`config.mk`:
```
export PLATFORM = sky130hd
export DESIGN_NAME = pic_host_bus_sequencer
export DESIGN_NICKNAME = d
export VERILOG_FILES = /design/src/rtl/pic_host_bus_sequencer.sv
export SDC_FILE = /design/constraint.sdc
export NUM_CORES = 1
export LEC_CHECK = 0
export CAP_MARGIN = 10
export CORE_MARGIN = 2
export CORE_UTILIZATION = 40
export CTS_BUF_LIST = sky130_fd_sc_hd__clkbuf_16
export CTS_CLUSTER_DIAMETER = 50
export CTS_CLUSTER_SIZE = 40
export DETAILED_ROUTE_END_ITERATION = 8
export PLACE_DENSITY = 0.72
export SLEW_MARGIN = 20
export SYNTH_ARGS = -nofsm -noshare
export SYNTH_HDL_FRONTEND = slang
export SYNTH_SLANG_ARGS = --single-unit
```
`constraint.sdc`:
```
create_clock -name clk -period 4.2 [get_ports clk]
set_input_delay 0.63 -clock clk [delete_from_list [all_inputs] [get_ports clk]]
set_output_delay 0.63 -clock clk [all_outputs]
set_load 0.05 [all_outputs]
```
`src/rtl/pic_host_bus_sequencer.sv`:
```
// CPU-side bus initiator for an 8259A PIC: runs the ICW1..ICW4 initialisation
// write sequence and single OCW writes / status reads with programmable timing.
module pic_host_bus_sequencer #(
    parameter int SETUP_CYCLES  = 1,
    parameter int STROBE_CYCLES = 2,
    parameter int HOLD_CYCLES   = 1
) (
    input  logic       clk,
    input  logic       reset,
    input  logic       init_start,
    input  logic [7:0] icw1_val,
    input  logic [7:0] icw2_val,
    input  logic [7:0] icw3_val,
    input  logic [7:0] icw4_val,
    input  logic       req_valid,
    output logic       req_ready,
    input  logic       req_write,
    input  logic       req_a0,
    input  logic [7:0] req_data,
    output logic [7:0] rd_data,
    output logic       rd_valid,
    output logic       busy,
    output logic       init_done,
    output logic       CS_bar,
    output logic       RD_bar,
    output logic       WR_bar,
    output logic       A0,
    output logic [7:0] data_bus_out,
    output logic       data_bus_oe,
    input  logic [7:0] data_bus_in
);

    typedef enum logic [2:0] {
        ST_IDLE,
        ST_SETUP,
        ST_STROBE,
        ST_HOLD,
        ST_RECOVER
    } state_t;

    typedef enum logic [1:0] {
        STEP_ICW1,
        STEP_ICW2,
        STEP_ICW3,
        STEP_ICW4
    } step_t;

    localparam logic [3:0] SETUP_LOAD  = 4'(SETUP_CYCLES - 1);
    localparam logic [3:0] STROBE_LOAD = 4'(STROBE_CYCLES - 1);
    localparam logic [3:0] HOLD_LOAD   = 4'(HOLD_CYCLES - 1);

    state_t     state_q;
    step_t      step_q;
    logic [3:0] cnt_q;
    logic       init_active_q;
    logic       write_q;
    logic       ready_q;
    logic [7:0] icw1_q;
    logic [7:0] icw2_q;
    logic [7:0] icw3_q;
    logic [7:0] icw4_q;

    logic       cs_bar_q;
    logic       rd_bar_q;
    logic       wr_bar_q;
    logic       a0_q;
    logic [7:0] dout_q;
    logic       oe_q;
    logic [7:0] rd_data_q;
    logic       rd_valid_q;
    logic       init_done_q;

    step_t      step_d;
    logic       step_more_d;
    logic       step_a0_d;
    logic [7:0] step_data_d;

    logic       launch_d;
    logic       launch_write_d;
    logic       launch_a0_d;
    logic [7:0] launch_data_d;

    // Next init step after the current one; ICW3 and ICW4 are optional.
    always_comb begin
        step_more_d = 1'b0;
        step_d      = step_q;
        case (step_q)
            STEP_ICW1: begin
                step_more_d = 1'b1;
                step_d      = STEP_ICW2;
            end
            STEP_ICW2: begin
                if (!icw1_q[1]) begin
                    step_more_d = 1'b1;
                    step_d      = STEP_ICW3;
                end else if (icw1_q[0]) begin
                    step_more_d = 1'b1;
                    step_d      = STEP_ICW4;
                end
            end
            STEP_ICW3: begin
                if (icw1_q[0]) begin
                    step_more_d = 1'b1;
                    step_d      = STEP_ICW4;
                end
            end
            default: begin
                step_more_d = 1'b0;
                step_d      = step_q;
            end
        endcase
    end

    always_comb begin
        step_a0_d   = 1'b1;
        step_data_d = icw2_q;
        case (step_d)
            STEP_ICW1: begin
                step_a0_d   = 1'b0;
                step_data_d = icw1_q;
            end
            STEP_ICW2: step_data_d = icw2_q;
            STEP_ICW3: step_data_d = icw3_q;
            default:   step_data_d = icw4_q;
        endcase
    end

    // Transaction launch: from IDLE (init beats a request) or back-to-back init steps.
    always_comb begin
        launch_d       = 1'b0;
        launch_write_d = 1'b1;
        launch_a0_d    = 1'b0;
        launch_data_d  = 8'h00;
        if (state_q == ST_IDLE) begin
            if (init_start) begin
                launch_d       = 1'b1;
                launch_write_d = 1'b1;
                launch_a0_d    = 1'b0;
                launch_data_d  = icw1_val | 8'h10;
            end else if (req_valid) begin
                launch_d       = 1'b1;
                launch_write_d = req_write;
                launch_a0_d    = req_a0;
                launch_data_d  = req_write ? req_data : 8'h00;
            end
        end else if (state_q == ST_RECOVER && init_active_q && step_more_d) begin
            launch_d       = 1'b1;
            launch_write_d = 1'b1;
            launch_a0_d    = step_a0_d;
            launch_data_d  = step_data_d;
        end
    end

    always_ff @(posedge clk or posedge reset) begin
        if (reset) begin
            state_q       <= ST_IDLE;
            step_q        <= STEP_ICW1;
            cnt_q         <= 4'd0;
            init_active_q <= 1'b0;
            write_q       <= 1'b0;
            ready_q       <= 1'b0;
            icw1_q        <= 8'h00;
            icw2_q        <= 8'h00;
            icw3_q        <= 8'h00;
            icw4_q        <= 8'h00;
            cs_bar_q      <= 1'b1;
            rd_bar_q      <= 1'b1;
            wr_bar_q      <= 1'b1;
            a0_q          <= 1'b0;
            dout_q        <= 8'h00;
            oe_q          <= 1'b0;
            rd_data_q     <= 8'h00;
            rd_valid_q    <= 1'b0;
            init_done_q   <= 1'b0;
        end else begin
            rd_valid_q <= 1'b0;

            if (launch_d) begin
                state_q  <= ST_SETUP;
                cnt_q    <= SETUP_LOAD;
                write_q  <= launch_write_d;
                ready_q  <= 1'b0;
                cs_bar_q <= 1'b0;
                a0_q     <= launch_a0_d;
                dout_q   <= launch_data_d;
                oe_q     <= launch_write_d;
            end

            case (state_q)
                ST_IDLE: begin
                    if (init_start) begin
                        step_q        <= STEP_ICW1;
                        init_active_q <= 1'b1;
                        init_done_q   <= 1'b0;
                        icw1_q        <= icw1_val | 8'h10;
                        icw2_q        <= icw2_val;
                        icw3_q        <= icw3_val;
                        icw4_q        <= icw4_val;
                    end else if (req_valid) begin
                        init_active_q <= 1'b0;
                    end else begin
                        ready_q <= 1'b1;
                    end
                end
                ST_SETUP: begin
                    if (cnt_q != 4'd0) begin
                        cnt_q <= cnt_q - 4'd1;
                    end else begin
                        state_q  <= ST_STROBE;
                        cnt_q    <= STROBE_LOAD;
                        wr_bar_q <= ~write_q;
                        rd_bar_q <= write_q;
                    end
                end
                ST_STROBE: begin
                    if (cnt_q != 4'd0) begin
                        cnt_q <= cnt_q - 4'd1;
                    end else begin
                        state_q  <= ST_HOLD;
                        cnt_q    <= HOLD_LOAD;
                        wr_bar_q <= 1'b1;
                        rd_bar_q <= 1'b1;
                        if (!write_q) begin
                            rd_data_q  <= data_bus_in;
                            rd_valid_q <= 1'b1;
                        end
                    end
                end
                ST_HOLD: begin
                    if (cnt_q != 4'd0) begin
                        cnt_q <= cnt_q - 4'd1;
                    end else begin
                        state_q  <= ST_RECOVER;
                        cs_bar_q <= 1'b1;
                        oe_q     <= 1'b0;
                    end
                end
                ST_RECOVER: begin
                    if (launch_d) begin
                        step_q <= step_d;
                    end else begin
                        state_q <= ST_IDLE;
                        ready_q <= 1'b1;
                        if (init_active_q) begin
                            init_done_q   <= 1'b1;
                            init_active_q <= 1'b0;
                        end
                    end
                end
                default: state_q <= ST_IDLE;
            endcase
        end
    end

    assign req_ready    = ready_q & ~init_start;
    assign busy         = (state_q != ST_IDLE);
    assign init_done    = init_done_q;
    assign rd_data      = rd_data_q;
    assign rd_valid     = rd_valid_q;
    assign CS_bar       = cs_bar_q;
    assign RD_bar       = rd_bar_q;
    assign WR_bar       = wr_bar_q;
    assign A0           = a0_q;
    assign data_bus_out = dout_q;
    assign data_bus_oe  = oe_q;

endmodule

```
==> flow_summary.toml, run 1 <==
[cells_and_area]
n_fill_cell = 644
utilization = 0.572
layout_common_cells = "88 x nand2_1, 77 x clkdlybuf4s50_1, 58 x dfrtp_1, 17 x o21ai_0, 13 x a32oi_1"
layout-drive-gt1-share = 0.0963
finalNetCount = 455
area_delta_synth_final_pct = 37.0
mostFrequentLayoutCell = "nand2_1"
antenna_cells = 0

[logic_synthesis]
ys_ff_latch = 61
syn_area_um2 = 3080
netlist_instances = 330
ys_seq_area_frac = 0.497
synth_area_leaders = "dfrtp_1 47%, nand2_1 11%, a32oi_1 3.7%"
yosysWarnings = 0
synthesis.nets = 385
synth-async-reset-ratio = 1.00
synth-edff-count = 0
synth_area_per_cell_um2 = 9.32
synth_cell_types = 54
synth_area_leader_cell = "dfrtp_1"
ys.flop_type = "dfrtp_1"
synth_top_area_share = 0.472

[routing]
antenna_left = 0
drtIter0Drc = 267
dr.pass1.iters = 5
drc_errors = 0
avgViaCountPerCell = 5.54
wl_per_cell_um = 16.3
vias = 2792
finalWirelength_um = 8190

[clock_network]
cts.sinks = 61
cts_tree = "done"
clk_pin_slew_ns = 0.05
cts_setup_buffers = 0
htree_num_levels = 3
ctsHoldBuffers = 0
insertion_delay_ns = 0.32
clock_path_buffers = 2
cts.repair.resized = 0
cts-root-buf = "clkbuf_16"
numCtsBuffers = 9

[setup_path]
required_ns = 3.57
worst-path-max-fanout = 10
crit_type = "in -> out"
end_kind = "primary output"
worstPathArrival_ns = 2.20
slowest_stage = "clkdlybuf4s50_1"
rr_startpoint = "step_q[0]"
worst-path-buf-inv = 2
cpMostUsedCell = "clkdlybuf4s50_1"
crit_family = "buffers and inverters"
start_kind = "input pin"
crit_chain = "clkdlybuf4s50_1 -> nor2b_1 -> clkdlybuf4s50_1"
critical_path.max_stage_delay_ns = 0.81
crit_start = "init_start"

[job]
cap_violations = 0

[timing]
fin_crit_ns = 2.83
tns_ns = 0
maxSlewViolCount = 0
skew_ns = 0.00538
period_share = 0.673
worstMarginPinSlew_ns = 0.920
clock.fmax_mhz = 354
relSlewSlack = 0.386
hold_viol = 0
setup_violations = 0
rsz0062_at_grt = "no"

[floorplanning]
initial_core_util = 0.417
rows = 31
fp.dieW_um = 91.7
core_area_um2 = 7370
num_io_pins = 79
die_area_um2 = 8410
die_h_um = 91.7

[power]
leakage_nw = 1.84
max-vdd-ir-drop_mv = 0.530
power_density_nw_per_um2 = 799

[grt]
grt_start_max_net_pins = 49
track_usage = 0.201
grt_overflow = 0
grt_pass1_vias = 2702
antenna_found_initial = 0
grt_pass1_wl_um = 13400

[place]
gp_congestion = 0.816
io_buffers = 77
dp_hpwl_um = 5760

[outcome]
status = "complete, no violations"

[hold_path]
min_path_type = "reg -> reg"
worstHoldStart = "icw2_q[6]"
state kept, by name, indices dropped and copies added (netlist names):
signal	flops
state_q	3
icw3_q	8
write_q	1
A0	1
step_q	2
RD_bar	1
ready_q	1
CS_bar	1
init_done	1
init_active_q	1
icw1_q	2
data_bus_out	8
cnt_q	4
data_bus_oe	1
rd_valid	1
icw2_q	8
rd_data	8
WR_bar	1
icw4_q	8
cells in the mapped netlist (2+ instances only):
master and n:
a2bb2oi_1 2, dfrtp_1 58, xnor2_1 2, a31oi_1 12, inv_1 10, nand2_1 88
nand2b_1 3, mux2_2 8, buf_2 12, o31a_1 5, clkbuf_1 8, dfstp_2 3
o32ai_1 2, nor3_2 2, a21oi_1 7, o211a_1 2, a21o_1 2, nand3_1 3
a32oi_1 13, nor2_1 9, o22ai_1 3, or3_1 6, o21ai_0 17, a31o_2 2
nor4b_1 2, nor2b_1 12, a22o_1 5, and3_1 3, nor3_1 2, and2_1 3
through the flow:
| stage | total power [W] | hold WS, ns | area, µm² | cells | worst slack [ns] |
|---|---|---|---|---|---|
| after floorplan | 0.00213 | 0.439 | 3080 | 330 | 2.05 |
| final | 0.00337 | 0.477 | 4210 | 504 | 1.37 |
| after detailed placement | 0.00260 | 0.463 | 3910 | 488 | 1.38 |
| after CTS | 0.00338 | 0.479 | 4210 | 504 | 1.37 |
| after global routing | 0.00357 | 0.492 | 4210 | 504 | 1.30 |
| after global placement | 0.00255 | 0.458 | 3910 | 488 | 1.38 |
logic make-up (layout without fill, tap and decap cells):
| logic type | after synthesis | after routing | synth area share |
|---|---|---|---|
| flops | 61 | 61 | 0.497 |
| fa+ha+maj | 1 | 1 | 0.00407 |
| compound gates | 83 | 83 | 0.194 |
| mux | 8 | 8 | 0.0293 |
| simple gates | 143 | 143 | 0.226 |
| xor+xnor | 2 | 2 | 0.00569 |
| buf+inv | 32 | 107 | 0.0439 |
cell type report:
class,count,area [µm²],area share
inverters,11,42.5,0.0101
multi-input cells,237,1420,0.336
well taps,99,124,0.0294
flip-flops and latches,61,1530,0.363
repair buffers,80,793,0.188
clock buffers,9,225,0.0534
clock inverters,7,81.3,0.0193
layer usage:
metal / part of all wire / track usage / wire, µm / vias to the layer above
met3: 0.047 / 0.0329 / 384 / 14
met5: 0 / 0 / 0 / -
met4: 0.024 / 0.0970 / 198 / 0
met2: 0.48 / 0.309 / 3900 / 109
li1: - / - / - / 1313
met1: 0.45 / 0.279 / 3710 / 1356
worst min-delay path: stages, from the launching register on:
cell     delay [ns]
dfrtp_1        0.34
nand2_1        0.05
nand2_1        0.05
report_power, final:
| group | total (W) | switching, W | internal [W] |
|---|---|---|---|
| registers | 0.00110 | 0.000238 | 0.000863 |
| clock network | 0.000764 | 0.000254 | 0.000510 |
| logic | 0.00150 | 0.000912 | 0.000591 |
| total | 0.00337 | 0.00140 | 0.00196 |
path summary, 6_finish.rpt:
path	end	slack [ns]	cells after the start
max in group asynchronous	icw2_q[5]	2.74	3
worst max-delay path	req_ready	1.37	3
worst min register to register	icw2_q[6]	0.48	2
min in group asynchronous	rd_data[3]	0.77	2
worst min-delay path	icw2_q[6]	0.48	2
worst max register to register	data_bus_oe	1.82	4
Note: power is estimated with default switching activity, not from simulation.
==> inputs of run 2 (changes only) <==
- clock period: 4.2 -> 2.8 ns (I/O delays scaled with it)
==> flow_summary.toml, run 2 (synthesis results as in run 1) <==
[routing]
drtIter0Drc = 180
dr.pass1.iters = 4
avgViaCountPerCell = 5.44
wl_per_cell_um = 16.0
drc_errors = 0
vias = 2769
antenna_left = 0
finalWirelength_um = 8170

[grt]
grt_pass1_vias = 2702
antenna_found_initial = 0
track_usage = 0.205
grt_pass1_wl_um = 13500
grt_overflow = 0
grt_start_max_net_pins = 27

[cells_and_area]
layout_common_cells = "88 x nand2_1, 76 x clkdlybuf4s50_1, 58 x dfrtp_1, 17 x o21ai_0, 13 x a32oi_1"
final_area_um2 = 4240
layout-drive-gt1-share = 0.117
final_cells = 509
mostFrequentLayoutCell = "nand2_1"
n_fill_cell = 659
area_delta_synth_final_pct = 37.9
antenna_cells = 0
finalNetCount = 460

[clock_network]
ctsHoldBuffers = 0
cts_tree = "done"
numCtsBuffers = 9
insertion_delay_ns = 0.33
cts_setup_buffers = 0
clk_pin_slew_ns = 0.06
htree_num_levels = 3
cts.repair.resized = 0
clock_path_buffers = 2
cts.sinks = 61
cts-root-buf = "clkbuf_16"

[timing]
period_share = 0.890
maxSlewViolCount = 0
clock.fmax_mhz = 401
setup_violations = 0
setup_slack_ns = 0.309
fin_crit_ns = 2.49
tns_ns = 0
hold_viol = 0
worstMarginPinSlew_ns = 0.687
relSlewSlack = 0.539
skew_ns = 0.00485
rsz0062_at_grt = "no"

[setup_path]
r2r_slack_ns = 0.62
worst-path-max-fanout = 11
end_kind = "primary output"
worstPathArrival_ns = 2.07
rr_startpoint = "cnt_q[0]"
required_ns = 2.38
crit_start = "state_q[0]"
crit_type = "reg -> out"
start_kind = "flip-flop"
r2r_cells = 6
r2r_end = "rd_data[3]"

[place]
place_area_um2 = 3940
io_buffers = 77
dp_slack_ns = 0.635
dpl.cell_count = 493
dp_hpwl_um = 5800
gp_congestion = 0.827

[power]
power_density_nw_per_um2 = 1180
max-vdd-ir-drop_mv = 0.649
finalPower_w = 0.00502
leakage_nw = 1.84

[floorplanning]
initial_core_util = 0.417
num_io_pins = 79
core_area_um2 = 7370
rows = 31
die_area_um2 = 8410
die_h_um = 91.7
fp.dieW_um = 91.7

[hold_path]
min_path_type = "in -> async"

[job]
cap_violations = 0

[outcome]
status = "complete, no violations"
[run 2: routing by layer]
metal / GRT usage / share of wire / up-vias
li1: - / - / 1325
met1: 0.278 / 0.45 / 1334
met2: 0.331 / 0.48 / 96
met3: 0.0320 / 0.053 / 14
met4: 0.0821 / 0.020 / 0
met5: 0 / 0 / -
[run 2: how the worst max path moves through the flow]
stage                 endpoint  slack, ns  cells after the start
floorplan                   A0       0.87                      1
global placement    rd_data[1]       0.68                      6
detailed placement  rd_data[3]       0.63                      6
CTS                       busy       0.31                      3
global route              busy       0.24                      3
finish                    busy       0.31                      3
[run 2: cell type report]
cell class,count,area (µm²),share of cell area
clock buffer,9,225,0.0531
sequential,61,1530,0.361
inverter,11,41.3,0.00973
tap,99,124,0.0292
clock inverter,7,75.1,0.0177
timing repair buffer,85,828,0.195
multi-input combinational,237,1420,0.334
[run 2: critical path: stages (launching register included)]
cell and delay (ns):
dfrtp_1 0.61, nor3_2 0.12, inv_1 0.17, clkdlybuf4s50_1 0.84
[run 2: metrics by stage]
| stage | util | hold WS (ns) |
|---|---|---|
| after global placement | 0.535 | 0.454 |
| after detailed placement | 0.535 | 0.457 |
| after floorplan | - | 0.439 |
| after CTS | 0.576 | 0.409 |
| after global routing | 0.576 | 0.447 |
| final | 0.576 | 0.403 |
[run 2: where the power goes]
part           internal (W)  leakage, nW  switching, W
clock network      0.000691        0.138      0.000418
logic              0.000900        0.953       0.00136
registers           0.00129        0.754      0.000360
